`src/rtl/bsg_axil_csr_bank.sv`:
```
// bsg_axil_csr_bank: AXI-Lite slave register bank.
// Holds num_regs_p CSRs, word-addressed from base_addr_p, drives them flat on
// csr_o, and pulses csr_w_v_o[i] the cycle after CSR i accepts a write.
// One outstanding write and one outstanding read, each owned by its own FSM.
//
// Optional build macro: BSG_AXIL_CSR_BANK_STRICT_ALIGN_EN
//   defined   -> accesses with nonzero low (sub-word) address bits get SLVERR
//   undefined -> low address bits are ignored (unaligned hits containing word)
//
// state    | meaning
// ---------+-------------------------------------------------------------
// e_idle   | write FSM: waiting for AW and W together; read FSM: AR ready
// e_bresp  | write FSM: B response held until bready
// e_rresp  | read FSM: R response held until rready

module bsg_axil_csr_bank #(
  parameter int          addr_width_p = 32,
  parameter int          data_width_p = 32,
  parameter int          num_regs_p   = 8,
  parameter int unsigned base_addr_p  = 0
) (
  input  logic                               clk_i,
  input  logic                               reset_i,

  input  logic [addr_width_p-1:0]            s00_axil_awaddr,
  input  logic [2:0]                         s00_axil_awprot,
  input  logic                               s00_axil_awvalid,
  output logic                               s00_axil_awready,

  input  logic [data_width_p-1:0]            s00_axil_wdata,
  input  logic [data_width_p/8-1:0]          s00_axil_wstrb,
  input  logic                               s00_axil_wvalid,
  output logic                               s00_axil_wready,

  output logic [1:0]                         s00_axil_bresp,
  output logic                               s00_axil_bvalid,
  input  logic                               s00_axil_bready,

  input  logic [addr_width_p-1:0]            s00_axil_araddr,
  input  logic [2:0]                         s00_axil_arprot,
  input  logic                               s00_axil_arvalid,
  output logic                               s00_axil_arready,

  output logic [data_width_p-1:0]            s00_axil_rdata,
  output logic [1:0]                         s00_axil_rresp,
  output logic                               s00_axil_rvalid,
  input  logic                               s00_axil_rready,

  output logic [num_regs_p*data_width_p-1:0] csr_o,
  output logic [num_regs_p-1:0]              csr_w_v_o
);

  localparam int strb_w_lp = data_width_p / 8;
  localparam int lg_b_lp   = $clog2(strb_w_lp);
  localparam int idx_w_lp  = (num_regs_p > 1) ? $clog2(num_regs_p) : 1;
  localparam logic [addr_width_p-1:0] base_lp  = addr_width_p'(base_addr_p);
  localparam logic [addr_width_p-1:0] nregs_lp = addr_width_p'(num_regs_p);
  localparam logic [1:0] resp_okay_lp   = 2'b00;
  localparam logic [1:0] resp_slverr_lp = 2'b10;

  // Shared literal set; the write FSM uses e_idle/e_bresp, the read FSM
  // uses e_idle/e_rresp.
  typedef enum logic [1:0] {e_idle, e_bresp, e_rresp} state_e;

  state_e wr_state_r, wr_state_n;
  state_e rd_state_r, rd_state_n;

  logic [data_width_p-1:0] csr_r [num_regs_p];
  logic [num_regs_p-1:0]   csr_w_v_r;
  logic [1:0]              bresp_r;
  logic [1:0]              rresp_r;
  logic [data_width_p-1:0] rdata_r;

  logic [addr_width_p-1:0] aw_off, aw_word, ar_off, ar_word;
  logic                    aw_hit, ar_hit;
  logic [idx_w_lp-1:0]     aw_idx, ar_idx;
  logic                    wr_hs, rd_hs;

  // Protection bits carry no meaning for this bank.
  logic unused_prot;
  assign unused_prot = ^{s00_axil_awprot, s00_axil_arprot};

  // Decode write and read addresses into hit flag and CSR index.
  always_comb begin
    aw_off  = s00_axil_awaddr - base_lp;
    aw_word = aw_off >> lg_b_lp;
    aw_hit  = (s00_axil_awaddr >= base_lp) && (aw_word < nregs_lp);
    ar_off  = s00_axil_araddr - base_lp;
    ar_word = ar_off >> lg_b_lp;
    ar_hit  = (s00_axil_araddr >= base_lp) && (ar_word < nregs_lp);
`ifdef BSG_AXIL_CSR_BANK_STRICT_ALIGN_EN
    aw_hit  = aw_hit && (s00_axil_awaddr[lg_b_lp-1:0] == '0);
    ar_hit  = ar_hit && (s00_axil_araddr[lg_b_lp-1:0] == '0);
`endif
    aw_idx  = aw_word[idx_w_lp-1:0];
    ar_idx  = ar_word[idx_w_lp-1:0];
  end

  // Write FSM state register.
  always_ff @(posedge clk_i) begin
    if (reset_i) wr_state_r <= e_idle;
    else         wr_state_r <= wr_state_n;
  end

  // Write FSM next state and handshake outputs; AW and W accepted together only.
  always_comb begin
    wr_state_n       = wr_state_r;
    s00_axil_awready = 1'b0;
    s00_axil_wready  = 1'b0;
    s00_axil_bvalid  = 1'b0;
    wr_hs            = 1'b0;
    case (wr_state_r)
      e_idle: begin
        wr_hs            = s00_axil_awvalid & s00_axil_wvalid;
        s00_axil_awready = wr_hs;
        s00_axil_wready  = wr_hs;
        if (wr_hs) wr_state_n = e_bresp;
      end
      e_bresp: begin
        s00_axil_bvalid = 1'b1;
        if (s00_axil_bready) wr_state_n = e_idle;
      end
      default: wr_state_n = e_idle;
    endcase
  end

  // CSR storage, byte-strobed update, update pulse and write response.
  always_ff @(posedge clk_i) begin
    if (reset_i) begin
      for (int i = 0; i < num_regs_p; i++) csr_r[i] <= '0;
      csr_w_v_r <= '0;
      bresp_r   <= '0;
    end else begin
      csr_w_v_r <= '0;
      if (wr_hs) begin
        bresp_r <= aw_hit ? resp_okay_lp : resp_slverr_lp;
        if (aw_hit) begin
          csr_w_v_r[aw_idx] <= 1'b1;
          for (int k = 0; k < strb_w_lp; k++) begin
            if (s00_axil_wstrb[k]) csr_r[aw_idx][8*k +: 8] <= s00_axil_wdata[8*k +: 8];
          end
        end
      end
    end
  end

  // Read FSM state register.
  always_ff @(posedge clk_i) begin
    if (reset_i) rd_state_r <= e_idle;
    else         rd_state_r <= rd_state_n;
  end

  // Read FSM next state and handshake outputs.
  always_comb begin
    rd_state_n       = rd_state_r;
    s00_axil_arready = 1'b0;
    s00_axil_rvalid  = 1'b0;
    rd_hs            = 1'b0;
    case (rd_state_r)
      e_idle: begin
        s00_axil_arready = 1'b1;
        rd_hs            = s00_axil_arvalid;
        if (rd_hs) rd_state_n = e_rresp;
      end
      e_rresp: begin
        s00_axil_rvalid = 1'b1;
        if (s00_axil_rready) rd_state_n = e_idle;
      end
      default: rd_state_n = e_idle;
    endcase
  end

  // Read data capture; sees the CSR value from before any same-cycle write.
  always_ff @(posedge clk_i) begin
    if (reset_i) begin
      rdata_r <= '0;
      rresp_r <= '0;
    end else if (rd_hs) begin
      rdata_r <= ar_hit ? csr_r[ar_idx] : '0;
      rresp_r <= ar_hit ? resp_okay_lp : resp_slverr_lp;
    end
  end

  for (genvar g = 0; g < num_regs_p; g++) begin : g_flat
    assign csr_o[g*data_width_p +: data_width_p] = csr_r[g];
  end

  assign csr_w_v_o      = csr_w_v_r;
  assign s00_axil_bresp = bresp_r;
  assign s00_axil_rresp = rresp_r;
  assign s00_axil_rdata = rdata_r;

endmodule

```
`config.mk`:
```
export PLATFORM = sky130hd
export DESIGN_NAME = bsg_axil_csr_bank
export DESIGN_NICKNAME = d
export VERILOG_FILES = /design/src/rtl/bsg_axil_csr_bank.sv
export SDC_FILE = /design/constraint.sdc
export NUM_CORES = 1
export LEC_CHECK = 0
export ABC_AREA = 1
export BUFFER_PORTS_ARGS = -buffer_cell sky130_fd_sc_hd__buf_2
export CAP_MARGIN = 30
export CORE_AREA = 2 2 163 165
export CTS_CLUSTER_DIAMETER = 30
export CTS_CLUSTER_SIZE = 28
export DETAILED_ROUTE_END_ITERATION = 10
export DIE_AREA = 0 0 165 167
export PLACE_DENSITY = 0.88
export SYNTH_ARGS = -nofsm -noshare
export SYNTH_HDL_FRONTEND = slang
export SYNTH_SLANG_ARGS = --single-unit
export TNS_END_PERCENT = 10
```
`constraint.sdc`:
```
create_clock -name clk_i -period 6.3 [get_ports clk_i]
set_clock_uncertainty 0.1 [all_clocks]
set_input_delay 0.945 -clock clk_i [delete_from_list [all_inputs] [get_ports clk_i]]
set_output_delay 0.945 -clock clk_i [all_outputs]
set_load 0.1 [all_outputs]
```
Word-level counts from Yosys, hierarchy flattened:

Memory sizes are Yosys's and may differ from the RTL's.
Cells that the tools add are included.
Widths: inputs -> output; s select.

* order comparisons: 6
* eq/ne operators: 6
* multiplexer cells: 41
* bitwise gates (word level): 3
* reduce and logical (&&, ||, !) cells: 9

Operator list (number)
* $ge 32x1->1 const B: 2
* $mux 32: 2
* $lt 30x4->1 const B: 2
* $reduce_or 32->1: 1
* $mux 1: 28
* $mux 2: 6
* $ne 2x2->1 const B: 4
* $pmux 2 s2: 2
* $logic_not 2->1: 2
* $lt 3x4->1 const B: 1
* $mux 4: 1
* $reduce_and 2->1: 2
* $demux 1 s3: 1
* $ge 3x1->1 const B: 1
* $logic_and 1x1->1: 3
* $mux 3: 1
* $reduce_or 3->1: 1
* $eq 2x1->1 const B: 1
* $eq 2x2->1 const B: 1
* $not 1->1: 2
* $and 1x1->1: 1

* flip-flop bits (word level): 48
* memory bits (writable): 256
* word-level logic and storage cells: 72
* memories: 1

Memory list
* csr_r: depth 8, bits a word 32, read ports 9, clocked after Yosys merged registers in 0, write ports 8, line 68 `logic [data_width_p-1:0] csr_r [num_regs_p];`

Longest topological paths before layout:

Gate-level depths: netlist (run 1).

* depth in word-level cells: 8
* gate-level depth with buffers: 9
* gate-level depth less buffers: 7

Worst setup path before layout (run 1):

No wires, ideal clock.

* kind: input to register
* start point: input port s00_axil_awvalid
* end point: memory csr_r[1][0], enable pin
* data arrival time: 3566 ps
* path slack: 2305 ps
* stages: 7
* buffers on the path: 1
* path through: nand2_1 > nor2_1 > inv_1 > nor2_2 > buf_6 > nand4_2 > nand2_1

RTL lines
* start, declared: line 27 `input logic s00_axil_awvalid,`
* end, declared: line 68

Final worst setup path (run 1):

* start point: input port s00_axil_araddr[2]
* end point: register rdata_r[23] (netlist: s00_axil_rdata[23])

* word-level cells in the longest chain between the ends: 3
* elaborated cells on any way between the ends: 5
* those cells by class: order compare (2); mux (1); reduce/logical (1); memory (1)

RTL lines
* start, declared: line 39 `input logic [addr_width_p-1:0] s00_axil_araddr,`
* $ge 32x1->1 or $lt 30x4->1 (tied branches): line 90 `ar_hit = (s00_axil_araddr >= base_lp) && (ar_word < nregs_lp);`
* $logic_and 1x1->1: line 90
* $mux 32 *: line 179 `rdata_r <= ar_hit ? csr_r[ar_idx] : '0;`
* end signal, assigned: line 179
* end, declared: line 72 `logic [data_width_p-1:0] rdata_r;`

Mark *: on every way between the ends. The rest lies on a longest branch, timed or not.
A chain may end at the register's enable or synchronous reset.

==> run metrics, run 1 <==
Post-Syn Area 13430 um2; CP top delay family buffers and inverters; Ys Warns 0; largest net degree at the start of global routing 77; worst slew pin tran 963.0 ps; CTS tree yes; commonest cells after routing, fill and taps aside nor2_1 (547), buf_2 (404), edfxtp_1 (256); CTS clk-pin slew, worst paths 50 ps; # fillers 1825; worst flop-to-flop path endpoint csr_r[2][6]; synthesized flop and latch total 300; Sw Share 30.27%; antenna violations before repair 2; Post-CTS Setup Bufs 0; Total Power 6.069 mW; Rel. slew slack 35.80%; Period minus WS final 3184 ps; status finished, final reports clean; setup violators final 0; htree depth 2; cell leakage power 7.931 nW; flop-to-flop setup slack 3580 ps; slowest CP cell inv_2; Starting Density 52.11%; IO Port Bufs 405; Die Span X 165 um; Avg Inst Size Synth 9.562 um2; max-capacitance violation count 0; Slew Viols, Final 0; core box area 25760 um2; Die Area 27560 um2; CTS root buf clkbuf_16; antenna-violating nets left 0; Critical Path Start Type input port; Hold Crit Class flip-flop to flip-flop; kind of critical path input port to flip-flop; CP Data Arrival Time 3560 ps; Worst Hold Launch s00_axil_rdata[29]; CTS Buf Count 56; GRT Util Overall 33.23%; vias 12780; Reg power frac 37.4%; tightest hold margin 362.3 ps; Hold Vio Cnt, Final 0; worst path required time 6670 ps; crit path max fanout 65; HPWL after DPL 30980 um; Max Buffers Root-to-Sink 3; hold path cells 2; Cells after Synth 1404; # nets final 1927; GPL Wtd Cong 0.9134; # resized after CTS 0; Hold Path Sink s00_axil_rdata[29]; grt ovf 0; area grow syn2layout 31.17%; Avg WL per Cell 21.24 um; crit path buf inv count 3; Worst R2R Path Depth 6; Cell Chain, Critical Path buf_4 -> inv_2 -> buf_4 -> o21ai_0 -> nand3_1 -> nand3_1 -> a21oi_1; unrepaired setup endpoints after global routing no; combinational power share 14.7%; sequential area share after synthesis 63.82%; largest vdd supply drop 0.2525 mV; Psw 1.837 mW; synth unique cells 22; number of global-route vias before repair 12480; setup TNS 0 ps; cts hold-fix bufs 0; final wirelength 46650 um; cell-internal power 4.231 mW; commonest non-fill, non-tap cell in the layout nor2_1; fmax 0.3140 GHz; start of the worst register-to-register path wr_state_r[0]; DR pass1 iterations 7; Pwr Density 344.6 nW/um2; DRC viols 0; clk_lat worst skew 560 ps; CP endpoint kind flip-flop; slowest cell delay on critical path 780 ps; DR iter-0 viols 1914; ratio of cells with drive above 1 in the final layout 31.31%; die height 167 um; via/cell ratio 5.821; Clock Sinks 300; first-pass GRT wire length 69310 um; clock power share 48.0%; Rows 59; # IOs 418; fin crit share 50.55%
-- final cells by class --
| type | count | area (um2) | share of cell area [%] |
|---|---|---|---|
| multi-input combinational | 980 | 4359 | 24.75 |
| tap | 335 | 419.2 | 2.380 |
| clock inverter | 36 | 380.4 | 2.160 |
| clock buffer | 67 | 1474 | 8.370 |
| inverter | 51 | 191.4 | 1.087 |
| sequential | 300 | 8568 | 48.66 |
| timing repair buffer | 425 | 2212 | 12.56 |
| antenna | 2 | 5.005 | 0.02842 |
-- per-layer routing --
metal / up-vias / global-route usage (%) / wire length, um
met4: 2 / 16.11 / 2295
met1: 5876 / 41.17 / 15900
met2: 1143 / 53.73 / 22180
li1: 5537 / - / -
met3: 225 / 9.041 / 6266
met5: - / 0 / 13
-- worst reg2reg max path: cells and delay by family, from the launching register on --
family | cells | cell delay, ps
buf+inv | 2 | 420
flops | 1 | 320
simple gates | 4 | 1520
-- power groups by stage --
stage / registers, mW / clock network, mW / logic, mW
floorplan: 2.78 / 0 / 0.206
global placement: 2.30 / 0 / 0.860
detailed placement: 2.30 / 0 / 0.874
CTS: 2.26 / 2.92 / 0.880
global route: 2.27 / 3.01 / 0.922
finish: 2.27 / 2.91 / 0.890
-- cells in the mapped netlist --
cell      count  area share, %
conb_1        1          0.028
buf_2        13           0.48
buf_1        12           0.34
nand4_2      32            3.0
o21a_1        1          0.056
edfxtp_1    256             57
nor3_1        9           0.34
nor2_1      548             15
buf_6         3           0.25
or2_2        31            1.4
clkinv_1      1          0.028
o22ai_1       1          0.047
inv_2         1          0.028
nand2_1     128            3.6
dfxtp_1      44            6.6
nand3_1      98            3.7
inv_1        49            1.4
a21oi_1      33            1.2
nor2_2        2          0.093
clkbuf_1     43            1.2
o21ai_0      95            3.5
buf_4         3           0.17
-- worst max path at each step --
| stage | start | end | slack, ps | cells past startpoint |
|---|---|---|---|---|
| detailed placement | s00_axil_araddr[2] | s00_axil_rdata[23] | 2780 | 7 |
| finish | s00_axil_araddr[2] | s00_axil_rdata[23] | 3120 | 7 |
| CTS | s00_axil_araddr[2] | s00_axil_rdata[23] | 3370 | 7 |
| global route | s00_axil_araddr[2] | s00_axil_rdata[22] | 3010 | 7 |
| global placement | s00_axil_awvalid | csr_r[4][22] | 2530 | 7 |
| floorplan | s00_axil_awvalid | csr_r[1][0] | 2310 | 7 |
-- metrics by stage --
| stage | cell area, um2 | setup slack (ps) | utilization (%) | instances |
|---|---|---|---|---|
| 2_1_floorplan | 13430 | 2305 | - | 1405 |
| 5_1_grt | 17600 | 3005 | 68.33 | 2194 |
| 6_report | 17610 | 3116 | 68.35 | 2196 |
| 3_5_place_dp | 15750 | 2783 | 61.13 | 2091 |
| 3_3_place_gp | 15700 | 2531 | 60.95 | 2089 |
| 4_1_cts | 17600 | 3366 | 68.33 | 2194 |
-- sequential cells by signal, indices dropped and copies added (netlist names) --
name and count:
csr_r 256, s00_axil_rdata 32, csr_w_v_o 8, rd_state_r 1
s00_axil_bresp 1, s00_axil_rresp 1, wr_state_r 1
-- cells by family (layout without fill, tap and decap cells) --
| group | count (synthesis) | count (layout) | share of synthesized area (%) |
|---|---|---|---|
| AOI/OAI and AO/OA | 130 | 130 | 4.874 |
| DFF | 300 | 300 | 63.82 |
| and+or+nand+nor | 848 | 848 | 27.41 |
| buffers and inverters | 125 | 579 | 3.868 |
| other | 1 | 4 | 0.02793 |
Power figures use the tool's default switching activity.
==> run 2: changes to the inputs <==
--- a/config.mk
+++ b/config.mk
@@ -5,15 +5,15 @@
 export SDC_FILE = /design/constraint.sdc
 export NUM_CORES = 1
 export LEC_CHECK = 0
-export ABC_AREA = 1
+export ABC_AREA = 0
 export BUFFER_PORTS_ARGS = -buffer_cell sky130_fd_sc_hd__buf_2
 export CAP_MARGIN = 30
-export CORE_AREA = 2 2 163 165
+export CORE_MARGIN = 2
+export CORE_UTILIZATION = 47
 export CTS_CLUSTER_DIAMETER = 30
 export CTS_CLUSTER_SIZE = 28
 export DETAILED_ROUTE_END_ITERATION = 10
-export DIE_AREA = 0 0 165 167
-export PLACE_DENSITY = 0.88
+export PLACE_DENSITY = 0.84
 export SYNTH_ARGS = -nofsm -noshare
 export SYNTH_HDL_FRONTEND = slang
 export SYNTH_SLANG_ARGS = --single-unit
==> constraint.sdc (replaced) <==
create_clock -name clk_i -period 2.9 [get_ports clk_i]
set_clock_uncertainty 0.1 [all_clocks]
set_input_delay 0.435 -clock clk_i [delete_from_list [all_inputs] [get_ports clk_i]]
set_output_delay 0.435 -clock clk_i [all_outputs]
set_load 0.1 [all_outputs]
==> run metrics, run 2 <==
CTS Buf Count 55 (-1.8%); worst path required time 3070 ps (-3600 ps); grt ovf 0 (unchanged); Post-synth top flop edfxtp_1; slowest CP cell or4_4; slowest cell delay on critical path 670 ps (-110 ps); # IOs 418 (unchanged); met3 wire length 5218 um (-17%); Rows 62 (+5.1%); synth top area cells edfxtp_1 (56%), mux4_2 (10%), dfxtp_1 (6.4%); vias 11150 (-13%); HPWL after DPL 31340 um (+1.2%); synth unique cells 36 (+64%); htree depth 2 (unchanged); first-pass GRT wire length 67030 um (-3.3%); antenna-violating nets left 0 (unchanged); highest metal used met5; fraction of registers with async set or reset after synthesis 0% (unchanged); Biggest register csr_r; max reg flops 256 (unchanged); Hold Crit Class input port to flip-flop; wire length on met1 15810 um (-0.52%); Post-CTS Setup Bufs 0 (unchanged); Post-synth EDFFs 256 (unchanged); commonest cells after routing, fill and taps aside buf_2 (404), edfxtp_1 (256), nor2_1 (153); final wirelength 45610 um (-2.2%); cell leakage power 7.589 nW (-4.3%); CP top delay family simple AND/OR/NAND/NOR gates; Critical Path Start Type flip-flop; CP Data Arrival Time 2590 ps (-970 ps); ratio of cells with drive above 1 in the final layout 47.39% (+16 points); final core occ 64.49% (-3.9 points); most instantiated library cell after synthesis edfxtp_1; synthesized flop and latch total 300 (unchanged); CP endpoint kind flip-flop; Sequential Area 8568 um2 (unchanged); max-capacitance violation count 0 (unchanged); GPL Wtd Cong 0.9158 (+0.26%); Max Buffers Root-to-Sink 3 (unchanged); setup violators final 0 (unchanged); Pwr Density 692.8 nW/um2 (+100%); Rel. slew slack 44.95% (+9.2 points); status finished, final reports clean; fmax 0.4132 GHz; number of global-route vias before repair 11300 (-9.4%); DR pass1 iterations 5 (-2); fin crit share 83.46%; synth cell count leaders edfxtp_1 (256), nor2_1 (154), nand2_1 (102), mux4_2 (64), and4_1 (57); Cells after Synth 999 (-29%); core box area 28780 um2 (+12%); GRT Util Overall 29.06% (-4.2 points); commonest non-fill, non-tap cell in the layout buf_2; Post-Layout Cell Count 1900 (-13%); # nets final 1580 (-18%); cell count after placement 1793 (-14%); Avg WL per Cell 24.01 um (+13%); Post-Syn Area 13810 um2 (+2.9%); clk_lat worst skew 550 ps (about the same); area grow syn2layout 34.41%; Die Area 30770 um2 (+12%); sequential area share after synthesis 62.05% (-1.8 points); largest net degree at the start of global routing 69 (-10%); tightest hold margin 75.25 ps (-287.1 ps); Starting Density 47.98% (-4.1 points); Slew Viols, Final 0 (unchanged); Synth top area share 55.67% (-1.6 points); Total Power 12.86 mW (+110%); Period minus WS final 2420 ps; CTS root buf clkbuf_16; Clock Sinks 300 (unchanged); die height 175.4 um (+5.0%); via/cell ratio 5.871 (+0.85%); area leader, netlist edfxtp_1; area of the multi-input gates 4768 um2 (+9.4%); unrepaired setup endpoints after global routing no; met2 routed WL 22930 um (+3.4%); Die Span X 175.4 um (+6.3%); crit path buf inv count 1 (-2); Hold Vio Cnt, Final 0 (unchanged); DRC viols 0 (unchanged); IO Port Bufs 405 (unchanged); crit path max fanout 16 (-75%); DR iter-0 viols 1115 (-42%); antenna violations before repair 3 (+1); largest vdd supply drop 0.5482 mV (+120%); CTS clk-pin slew, worst paths 50 ps (about the same); Avg Inst Size Synth 13.82 um2 (+45%); kind of critical path flip-flop to flip-flop; Cell Chain, Critical Path nand3b_1 -> or2_2 -> or4_4 -> o21bai_1 -> buf_4; CTS tree yes; # fillers 2035 (+12%); worst slew pin tran 823.7 ps (-139.3 ps); Ys Warns 0 (unchanged)
==> run 2: changes by cell type after synthesis, moves of 42 or more <==
| cell | previous run | this run |
|---|---|---|
| inv_1 | 49 | 7 |
| mux4_2 | 0 | 64 |
| nand3_1 | 98 | 1 |
| o21ai_0 | 95 | 0 |
| nor2_4 | 0 | 52 |
| nor2_1 | 548 | 154 |
| and4_1 | 0 | 57 |
==> run 2: power by group <==
part	internal [mW]	leakage, nW	switching, mW
Sequential	4.77	3.10	0.0660
Clock	4.23	0.907	2.25
Combinational	0.338	3.58	1.20
Total	9.34	7.59	3.52
==> run 2: area by class of cell <==
type | count | area share (%)
diodes | 3 | 0.04045
clock buffers | 65 | 8.015
clock inverters | 38 | 2.272
inverters | 7 | 0.1416
multi-input cells | 609 | 25.69
flip-flops and latches | 300 | 46.16
well taps | 384 | 2.589
repair buffers | 494 | 15.09
==> run 2: stage by stage <==
| step | setup WS (ps) | TNS, ps | cell area (um2) |
|---|---|---|---|
| 4_1_cts | 525.2 | 0 | 18550 |
| 3_5_place_dp | 116.4 | 0 | 16630 |
| 2_1_floorplan | -7.258 | -232.2 | 13810 |
| 6_report | 479.7 | 0 | 18560 |
| 5_1_grt | 412.4 | 0 | 18560 |
| 3_3_place_gp | 170.2 | 0 | 16630 |
==> run 2: layer usage <==
metal / vias to the layer above / track usage, %
li1: 4692 / -
met1: 5426 / 35.25
met2: 898 / 49.62
met3: 136 / 7.208
met4: 2 / 12.29
met5: - / 0
==> run 2: repair_timing <==
item | in CTS | in global routing
hold buffers | 1 | 0
endpoints found under the hold margin | 1 | 0
gates resized for setup | 0 | 0
==> run 2: final timing paths <==
path / start / to / slack, ps / depth (start not counted)
worst min-delay path: s00_axil_bready / wr_state_r[0] / 80 / 3
worst min register to register: s00_axil_rdata[19] / s00_axil_rdata[19] / 350 / 2
worst max register to register: wr_state_r[0] / csr_r[6][4] / 480 / 5
worst max-delay path: wr_state_r[0] / csr_r[6][4] / 480 / 5
==> run 2: logic make-up (layout without fill, tap and decap cells) <==
kind of cell	after synthesis	in the layout	synth area share, %
simple gates	444	444	18.58
flops	300	300	62.05
mux	96	96	12.76
buf+inv	91	604	3.534
compound gates	67	67	3.054
other cells	1	5	0.02716
==> run 2: worst reg2reg max path, stage by stage (launching register included) <==
cell	delay (ps)
dfxtp_1	310
nand3b_1	230
or2_2	350
or4_4	670
o21bai_1	270
buf_4	200
==> run 3: changes to the inputs <==
--- a/config.mk
+++ b/config.mk
@@ -9,11 +9,11 @@
 export BUFFER_PORTS_ARGS = -buffer_cell sky130_fd_sc_hd__buf_2
 export CAP_MARGIN = 30
 export CORE_MARGIN = 2
-export CORE_UTILIZATION = 47
+export CORE_UTILIZATION = 52
 export CTS_CLUSTER_DIAMETER = 30
 export CTS_CLUSTER_SIZE = 28
 export DETAILED_ROUTE_END_ITERATION = 10
-export PLACE_DENSITY = 0.84
+export PLACE_DENSITY = 0.88
 export SYNTH_ARGS = -nofsm -noshare
 export SYNTH_HDL_FRONTEND = slang
 export SYNTH_SLANG_ARGS = --single-unit
==> constraint.sdc (replaced) <==
create_clock -name clk_i -period 2.5 [get_ports clk_i]
set_clock_uncertainty 0.1 [all_clocks]
set_input_delay 0.375 -clock clk_i [delete_from_list [all_inputs] [get_ports clk_i]]
set_output_delay 0.375 -clock clk_i [all_outputs]
set_load 0.1 [all_outputs]
==> run metrics, run 3 (synthesis gave the netlist of run 2 again) <==
# IOs 418 (unchanged); IO Port Bufs 405 (unchanged); Avg WL per Cell 24.84 um (+3.5%); clk_lat worst skew 540 ps (about the same); Rows 59 (-4.8%); Max Buffers Root-to-Sink 3 (unchanged); CTS Buf Count 53 (-3.6%); worst path required time 2780 ps (-290 ps); largest net degree at the start of global routing 69 (unchanged); start of the worst register-to-register path wr_state_r[0]; CP endpoint kind flip-flop; Place WS -159.7 ps (-276.0 ps); max reg flops 256 (unchanged); via/cell ratio 6.092 (+3.8%); cell count after placement 1754 (-2.2%); fin area 18610 um2 (+0.28%); # nets final 1588 (+0.51%); core box area 26060 um2 (-9.5%); crit path buf inv count 1 (unchanged); DR iter-0 viols 1163 (+4.3%); first-pass GRT wire length 68820 um (+2.7%); max-capacitance violation count 0 (unchanged); worst slew pin tran 823.7 ps (-0.03970 ps); worst flop-to-flop path endpoint csr_r[6][21]; Worst R2R Path Depth 5 (unchanged); die height 167.0 um (-4.8%); final core occ 71.43% (+6.9 points); final wirelength 46100 um (+1.1%); slowest cell delay on critical path 690 ps (+20 ps); Die Area 27870 um2 (-9.4%); crit path max fanout 23 (+7); cell leakage power 7.659 nW (+0.93%); Starting Density 52.99% (+5.0 points); CP top delay family simple AND/OR/NAND/NOR gates; fmax 0.4175 GHz (+1.1%); antenna violations before repair 1 (-2); CTS root buf clkbuf_16; unrepaired setup endpoints after global routing no; Hold Crit Class input port to flip-flop; Rel. slew slack 45.09% (+0.14 points); CP Data Arrival Time 2670 ps (+80 ps); Die Span X 167.0 um (-4.8%); Post-CTS Setup Bufs 0 (unchanged); antenna-violating nets left 0 (unchanged); DR pass1 iterations 5 (unchanged); final worst slack 105.1 ps (-374.6 ps); GRT Util Overall 32.67% (+3.6 points); GPL Wtd Cong 0.9542 (+4.2%); Pwr Density 802.6 nW/um2 (+16%); Biggest register csr_r; htree depth 2 (unchanged); Hold Vio Cnt, Final 0 (unchanged); vias 11310 (+1.4%); kind of critical path flip-flop to flip-flop; Hold Path Sink rd_state_r[1]; CTS tree yes; area grow syn2layout 34.80%; setup violators final 0 (unchanged); Worst Hold Launch s00_axil_arvalid; Placed Area 16720 um2 (+0.50%); ratio of cells with drive above 1 in the final layout 48.29% (+0.90 points); CTS clk-pin slew, worst paths 50 ps (about the same); Critical Path Start Type flip-flop; Clock Sinks 300 (unchanged); flop-to-flop setup slack 110 ps (-370 ps); number of global-route vias before repair 11690 (+3.4%); commonest cells after routing, fill and taps aside buf_2 (404), edfxtp_1 (256), nor2_1 (153); slowest CP cell or4_4; hold path cells 3 (unchanged); HPWL after DPL 31350 um (about the same); largest vdd supply drop 0.6285 mV (+15%); status finished, final reports clean; Post-Layout Cell Count 1856 (-2.3%); Cell Chain, Critical Path nand3b_1 -> or2_2 -> or4_4 -> buf_4 -> nor2_1; setup TNS 0 ps (unchanged); commonest non-fill, non-tap cell in the layout buf_2; Slew Viols, Final 0 (unchanged); Period minus WS final 2395 ps (-25.36 ps); DRC viols 0 (unchanged); fin crit share 95.80% (+12 points); grt ovf 0 (unchanged)
==> run 3: cell count changes in the layout (fill, tap and decap cells not counted), sizes merged <==
cell	delta
clkinv	-4
clkinvlp	-2
buf	+10
bufinv	+3
diode	-2
==> run 3: metal layers <==
layer | global-route usage, % | wire length (um)
met5 | 0 | 0
met4 | 15.48 | 2081
met3 | 7.106 | 5459
met2 | 57.54 | 23870
met1 | 38.10 | 14690
==> run 3: area by class of cell <==
cell class	count	area, um2
Multi-Input combinational cell	609	4798
Inverter	7	26.28
Timing Repair Buffer	504	2913
Clock buffer	65	1434
Antenna cell	1	2.502
Fill cell	1631	7446
Clock inverter	35	449.2
Tap cell	335	419.2
Sequential cell	300	8571
==> run 3: worst register-to-register path: cells and delay by family, from the launching register on <==
family                 cells  cell delay (ps)
buffers and inverters      1              410
flip-flops                 1              320
AND/OR/NAND/NOR            4             1400
==> run 3: how the worst max path moves through the flow <==
stage / from / end / depth (start not counted)
floorplan: wr_state_r[0] / csr_r[6][0] / 5
global placement: s00_axil_awaddr[21] / csr_r[6][22] / 6
detailed placement: s00_axil_awaddr[21] / csr_r[6][22] / 6
CTS: wr_state_r[0] / s00_axil_awready / 4
global route: wr_state_r[0] / csr_r[6][21] / 5
finish: wr_state_r[0] / csr_r[6][21] / 5
==> run 3: power by group <==
part	switching, mW	internal (mW)
Combinational	1.40	0.405
Sequential	0.0823	5.53
Clock	2.49	5.03
==> run 3: repair_timing <==
item / in CTS / in global routing
hold buffers: 1 / 0
hold endpoints to repair: 1 / 0
gates resized for setup: 0 / 0
==> run 3: through the flow <==
step	power (mW)	hold slack, ps
finish	14.94	61.15
global route	15.26	58.21
CTS	14.96	33.28
detailed placement	7.482	344.6
global placement	7.446	338.9
floorplan	6.983	367.5
